--- src/rtl/ram64_arb_pkg.sv ---
// Shared types and constants for the RAM64 two-port arbiter.
// The saturating increment helper is only used when RAM64_ARB_STATS_EN is defined.
package ram64_arb_pkg;

  localparam int NUM_PORTS = 2;
  localparam int ADDR_W    = 6;
  localparam int DATA_W    = 16;

  typedef enum logic {
    IDLE   = 1'b0,
    ACCESS = 1'b1
  } state_t;

  // Request captured at the handshake; held until the next grant so the RAM pins stay quiet.
  typedef struct packed {
    logic              we;
    logic [ADDR_W-1:0] addr;
    logic [DATA_W-1:0] wdata;
    logic              port;
  } req_t;

  localparam logic [15:0] STAT_MAX = 16'hFFFF;

  function automatic logic [15:0] satInc(input logic [15:0] value);
    return (value == STAT_MAX) ? value : value + 16'd1;
  endfunction

endpackage

--- src/rtl/ram64_arb_rr.sv ---
// Combinational two-way round-robin picker: a lone requester wins,
// on a conflict the port that was not granted last wins.
module ram64_arb_rr (
  input  logic [1:0] i_valid,
  input  logic       i_lastGrant,
  output logic [1:0] o_grant
);

  always_comb begin
    o_grant = i_valid;
    if (i_valid == 2'b11) begin
      o_grant = i_lastGrant ? 2'b01 : 2'b10;
    end
  end

endmodule

--- src/rtl/ram64_arbiter.sv ---
// Two-port round-robin arbiter and access sequencer in front of a RAM64 block.
// Define RAM64_ARB_STATS_EN to add saturating grant/conflict counters.
module ram64_arbiter
  import ram64_arb_pkg::*;
#(
  parameter int WIDTH  = 16,
  parameter int ADDR_W = 6
) (
  input  logic                         clk_i,
  input  logic                         rst_i,
  input  logic [1:0]                   req_valid_i,
  output logic [1:0]                   req_ready_o,
  input  logic [1:0]                   req_we_i,
  input  logic [1:0][ADDR_W-1:0]       req_addr_i,
  input  logic [1:0][WIDTH-1:0]        req_wdata_i,
  output logic [1:0]                   rsp_valid_o,
  output logic [WIDTH-1:0]             rsp_rdata_o,
  output logic [ADDR_W-1:0]            ram_address_o,
  output logic [WIDTH-1:0]             ram_in_o,
  output logic                         ram_load_o,
  input  logic [WIDTH-1:0]             ram_out_i
`ifdef RAM64_ARB_STATS_EN
  ,
  output logic [1:0][15:0]             stat_grant_o,
  output logic [15:0]                  stat_conflict_o
`endif
);

  state_t           r_state;
  state_t           w_stateNext;
  req_t             r_req;
  logic             r_lastGrant;
  logic [1:0]       r_rspValid;
  logic [WIDTH-1:0] r_rdata;
  logic [1:0]       w_grant;
  logic [1:0]       w_ready;
  logic             w_handshake;
  logic             w_winner;

  ram64_arb_rr u_rr (
    .i_valid     (req_valid_i),
    .i_lastGrant (r_lastGrant),
    .o_grant     (w_grant)
  );

  // Ready is only offered in IDLE and never while reset is held.
  always_comb begin
    w_stateNext = r_state;
    w_ready     = 2'b00;
    case (r_state)
      IDLE: begin
        if (!rst_i) begin
          w_ready = w_grant;
        end
        if (w_ready != 2'b00) begin
          w_stateNext = ACCESS;
        end
      end
      ACCESS:  w_stateNext = IDLE;
      default: w_stateNext = IDLE;
    endcase
  end

  assign w_handshake = |w_ready;
  assign w_winner    = w_ready[1];

  always_ff @(posedge clk_i) begin
    if (rst_i) begin
      r_state     <= IDLE;
      r_req       <= '0;
      r_lastGrant <= 1'b1;
      r_rspValid  <= 2'b00;
      r_rdata     <= '0;
    end else begin
      r_state    <= w_stateNext;
      r_rspValid <= 2'b00;
      if (w_handshake) begin
        r_req.we    <= req_we_i[w_winner];
        r_req.addr  <= req_addr_i[w_winner];
        r_req.wdata <= req_wdata_i[w_winner];
        r_req.port  <= w_winner;
        r_lastGrant <= w_winner;
      end
      // The RAM read is combinational, so its data is captured during ACCESS itself.
      if (r_state == ACCESS) begin
        r_rspValid[r_req.port] <= 1'b1;
        if (!r_req.we) begin
          r_rdata <= ram_out_i;
        end
      end
    end
  end

  assign req_ready_o   = w_ready;
  assign rsp_valid_o   = r_rspValid;
  assign rsp_rdata_o   = r_rdata;
  assign ram_address_o = r_req.addr;
  assign ram_in_o      = r_req.wdata;
  assign ram_load_o    = (r_state == ACCESS) && r_req.we && !rst_i;

`ifdef RAM64_ARB_STATS_EN
  logic [1:0][15:0] r_statGrant;
  logic [15:0]      r_statConflict;

  always_ff @(posedge clk_i) begin
    if (rst_i) begin
      r_statGrant    <= '0;
      r_statConflict <= '0;
    end else begin
      if (w_handshake) begin
        r_statGrant[w_winner] <= satInc(r_statGrant[w_winner]);
      end
      if ((r_state == IDLE) && (req_valid_i == 2'b11)) begin
        r_statConflict <= satInc(r_statConflict);
      end
    end
  end

  assign stat_grant_o    = r_statGrant;
  assign stat_conflict_o = r_statConflict;
`endif

endmodule

--- config.mk ---
export PLATFORM = sky130hd
export DESIGN_NAME = ram64_arbiter
export DESIGN_NICKNAME = d
export VERILOG_FILES = /design/src/rtl/ram64_arb_pkg.sv /design/src/rtl/ram64_arb_rr.sv /design/src/rtl/ram64_arbiter.sv
export SDC_FILE = /design/constraint.sdc
export NUM_CORES = 1
export LEC_CHECK = 0
export ABC_AREA = 1
export CORE_ASPECT_RATIO = 0.5
export CORE_UTILIZATION = 57
export CTS_CLUSTER_SIZE = 24
export DETAILED_ROUTE_END_ITERATION = 12
export DONT_BUFFER_PORTS = 1
export PLACE_DENSITY = 0.74
export SLEW_MARGIN = 40
export SYNTH_ARGS = -nofsm -noshare
export SYNTH_HDL_FRONTEND = slang
export SYNTH_SLANG_ARGS = --single-unit
--- constraint.sdc ---
create_clock -name clk_i -period 1.3 [get_ports clk_i]
set_clock_uncertainty 0.15 [all_clocks]
set_input_delay 0.39 -clock clk_i [delete_from_list [all_inputs] [get_ports clk_i]]
set_output_delay 0.39 -clock clk_i [all_outputs]
set_load 0.05 [all_outputs]
==> results of run 1 <==
[Yosys cell counts]
cell      count
o21ai_0      16
nand3b_1     22
nand3_1       3
nand2_1      73
nand3_4       2
nand2_4       2
nor2_4        2
a21oi_1       5
buf_4        24
nand2_2      24
a21oi_2      19
inv_4         1
nor2_1       37
buf_6         9
inv_2         2
clkbuf_1      4
buf_2         1
inv_1        51
dfxtp_1      44
[timing repair]
item | CTS
gates resized for setup | 142
endpoints found under the hold margin | 1
setup buffers | 8
setup endpoints to repair | 82
cloned | 3
hold buffers | 1
pin swaps | 10
[cell families after synthesis]
family          share of synthesized area [%]
flops                                   35.48
buf+inv                                 20.41
compound gates                          10.94
simple gates                            33.16
[metrics by stage]
stage | setup WS [ns] | TNS [ns] | std cells | area, sq um
CTS | -0.3201 | -4.846 | 437 | 3631
detailed placement | -0.1144 | -2.206 | 417 | 2972
global placement | -0.08121 | -1.160 | 417 | 2972
floorplan | -0.2557 | -0.5106 | 341 | 2534
==> run_results.csv, run 1 <==
group,metric,value,unit
run_status,status,"did not finish",
run_status,lastStage,"5_1_grt",
run_status,first-error,"[ERROR DPL-0033] detailed placement checks failed during check placement.",
synth,netlist.area_leader.share,35.48,%
die,rows,16,
global_routing,antenna_found_initial,0,
global_routing,grt_max_degree,29,
die,io_pins,109,
place,hpwlAfterDp,3939,um
synth,syn_area,2482,sq um
synth,syn_area_per_cell,7.280,sq um
synth,ys_top_cells_by_area,"dfxtp_1 (35%), nand2_1 (11%), inv_1 (7.7%)",
clock_network,cts.sinks,44,
place,portBuffers,0,
synth,netlist_instances,341,
clock_network,htreeDepth,2,
sta,crit_endpoint,"req_ready_o[0]",
synth,syn_nets,407,
die,initial_core_util,61.39,%
synth,yosysSeqAreaShare,35.48,%
clock_network,clockBufferDepth,2,
die,die_y,48.67,um
synth,synth_cell_type_count,19,
synth,synth_warnings,0,
synth,yosys_register_bits,44,
sta,worst_endpoint_kind,"top-level output",
clock_network,cts_buffers,5,
die,fp.dieW,95.33,um
clock_network,root_buffer,"clkbuf_8",
synth,yosysTopAreaCell,"dfxtp_1",
place,gp_congestion,0.7398,
==> run 2: changes to the inputs <==
--- a/config.mk
+++ b/config.mk
@@ -6,12 +6,10 @@
 export NUM_CORES = 1
 export LEC_CHECK = 0
 export ABC_AREA = 1
-export CORE_ASPECT_RATIO = 0.5
-export CORE_UTILIZATION = 57
-export CTS_CLUSTER_SIZE = 24
+export CORE_UTILIZATION = 40
 export DETAILED_ROUTE_END_ITERATION = 12
 export DONT_BUFFER_PORTS = 1
-export PLACE_DENSITY = 0.74
+export PLACE_DENSITY_LB_ADDON = 0.15
 export SLEW_MARGIN = 40
 export SYNTH_ARGS = -nofsm -noshare
 export SYNTH_HDL_FRONTEND = slang
==> constraint.sdc (replaced) <==
create_clock -name clk_i -period 1.7 [get_ports clk_i]
set_clock_uncertainty 0.15 [all_clocks]
set_input_delay 0.51 -clock clk_i [delete_from_list [all_inputs] [get_ports clk_i]]
set_output_delay 0.51 -clock clk_i [all_outputs]
set_load 0.05 [all_outputs]
==> run_results.csv, run 2 <==
group,metric,value,unit
run_status,status,"finished with violations",
run_status,violations,"setup timing",
place,dp_cells,390,
synth,synth_xor_area_share,0,%
finish,area_delta_synth_final,2.570,%
die,core-area,5956,sq um
global_routing,grt_pass1_wl,7845,um
synth,synth_top_family_by_area,"simple AND/OR/NAND/NOR gates",
finish,final_cells,400,
finish,n_fill_cell,636,
synth,synth.area.mux_share,0,%
route,num_vias,1832,
die,io_pins,109,
worst_setup_path,criticalPathCategory,"register to primary output",
power,power.density,1049,nW/um^2
global_routing,antenna_found_initial,0,
route,drcViolationCount,0,
synth,synth_cell_type_count,19,
synth,ys_top_cells_by_area,"dfxtp_1 (35%), nand2_1 (11%), inv_1 (7.7%)",
finish,fin_nets,390,
global_routing,grt.total_usage,15.91,%
sta,worst_pin_slew,0.5245,ns
synth,synth_most_common_cell,"nand2_1",
die,initial_core_util,41.68,%
sta,finalCriticalPeriod,1.730,ns
power,ir_drop,0.4060,mV
synth,syn_area_per_cell,7.280,sq um
synth,yosysTopAreaCell,"dfxtp_1",
die,die_y,80.78,um
die,die_area,6525,sq um
route,viasPerCell,4.580,
place,portBuffers,0,
synth,synth_compound_area_share,10.94,%
synth,synth_edf_count,0,
finish,layout-drive-gt1-share,24.92,%
route,drt_pass1_iterations,4,
clock_network,root_buffer,"clkbuf_8",
route,wl_per_cell,12.26,um
synth,syn_area,2482,sq um
synth,synth_ff_type,"dfxtp_1",
route,wl,4902,um
synth,synth_warnings,0,
sta,timing.fmax,578.1,MHz
sta,rsz0062_at_grt,"true",
finish,seq_area,883.3,sq um
clock_network,insertion_delay,0.29,ns
clock_network,htreeDepth,2,
worst_setup_path,worstPathRequired,1.04,ns
route,initialDrtViolationCount,45,
die,fp.dieW,80.78,um
synth,async_reset_ff_share,0,%
sta,whs,0.1238,ns
place,hpwlAfterDp,3408,um
min_path,hold_class,"input pin to register",
clock_network,cts_hold_buf,0,
power,power_leakage,1.268,nW
clock_network,cts_tree,"built",
synth,netlist.area_leader.share,35.48,%
clock_network,clkTransAtPathRegs,0.08,ns
sta,slew_headroom,64.99,%
finish,final_cell_mix,"nand2_1 (71), inv_1 (50), dfxtp_1 (42), nor2_1 (35), nand2_2 (26)",
synth,synth_fa_ha_area_share,0,%
global_routing,grt_pass1_vias,1676,
sta,slew_violations,0,
worst_setup_path,endpoint_kind,"primary output",
clock_network,cts_buffers,5,
global_routing,grt_max_degree,27,
synth,synth-simple-area-share,33.17,%
power,finalPower,2.672,mW
clock_network,cts.sinks,44,
synth,syn_nets,407,
sta,fin_ws,-0.02978,ns
clock_network,clockBufferDepth,2,
sta,hold_violations,0,
synth,yosys_register_bits,44,
finish,diodes,0,
finish,multi_input_area,1115,sq um
sta,fin_crit_sh,101.8,%
min_path,min_path_cells,1,
synth,netlist_instances,341,
sta,setup-violations-final,2,
worst_setup_path,critPathLaunchType,"register",
worst_setup_path,reg2reg_depth,5,
route,drtAntennaViolNets,0,
place,gp_congestion,0.6880,
synth,synth_commonest_cells,"nand2_1 (73), inv_1 (51), dfxtp_1 (44)",
die,rows,28,
finish,final_common_cell,"nand2_1",
worst_setup_path,critical_path.max_fanout,3,
worst_setup_path,arrival,1.07,ns
job,drv_cap,0,
global_routing,grt_remaining_overflow,0,
synth,yosysSeqAreaShare,35.48,%
[run 2: cell counts after synthesis]
No cell type changed its count.
[run 2: path summary, 6_finish.rpt]
check                                       end             startpoint  slack, ns
hold / removal            r_req[0]$_SDFFE_PP0P_                  rst_i       0.12
setup / recovery                 req_ready_o[1]     r_state$_SDFF_PP0_      -0.03
hold reg to reg       rsp_valid_o[0]$_SDFF_PP0_  r_req[0]$_SDFFE_PP0P_       0.30
setup reg to reg  ram_address_o[4]$_SDFFE_PP0P_     r_state$_SDFF_PP0_       0.15
[run 2: worst max-delay path, stage by stage, from the launching register on]
cell,delay (ns)
dfxtp_2,0.37
inv_4,0.06
nand3_4,0.09
clkinvlp_4,0.26
[run 2: where the power goes]
part / switching [mW] / internal, mW / total, mW
Sequential: 0.389 / 1.14 / 1.52
Clock: 0.350 / 0.325 / 0.675
Combinational: 0.288 / 0.184 / 0.473
[run 2: cell families after synthesis]
| family | count (synthesis) |
|---|---|
| and+or+nand+nor | 165 |
| buffers and inverters | 92 |
| DFF | 44 |
| AOI/OAI and AO/OA | 40 |
[run 2: final cells by class]
| cell class | count | area share, % |
|---|---|---|
| clock buffers | 6 | 3.243 |
| flip-flops and latches | 44 | 34.69 |
| inverters | 54 | 8.600 |
| multi-input cells | 205 | 43.78 |
| well taps | 75 | 3.686 |
| repair buffers | 14 | 5.602 |
| clock inverters | 2 | 0.3931 |
[run 2: what timing repair did]
| item | in CTS | in global routing |
|---|---|---|
| setup endpoints to repair | 3 | 3 |
| gates cloned | 0 | 0 |
| buffers inserted | 1 | 1 |
| pin swaps | 2 | 1 |
| resized for setup | 4 | 1 |
[run 2: through the flow]
| step | area [sq um] | setup TNS, ns | util [%] | setup WS [ns] |
|---|---|---|---|---|
| global placement | 2429 | 0 | 40.78 | 0.03174 |
| CTS | 2536 | -0.1040 | 42.58 | -0.04138 |
| detailed placement | 2429 | 0 | 40.78 | 0.01976 |
| finish | 2546 | -0.03883 | 42.75 | -0.02978 |
| global route | 2546 | -0.1439 | 42.75 | -0.06491 |
| floorplan | 2512 | -0.1575 | - | -0.08512 |
[run 2: metal layers]
metal | global-route usage [%] | routed length [um] | vias up
met5 | 0 | 0 | -
met4 | 5.536 | 78 | 0
met3 | 6.180 | 471 | 8
met2 | 27.88 | 2268 | 73
met1 | 17.47 | 2084 | 778
li1 | - | - | 973
Note: power is estimated with default switching activity, not from simulation.
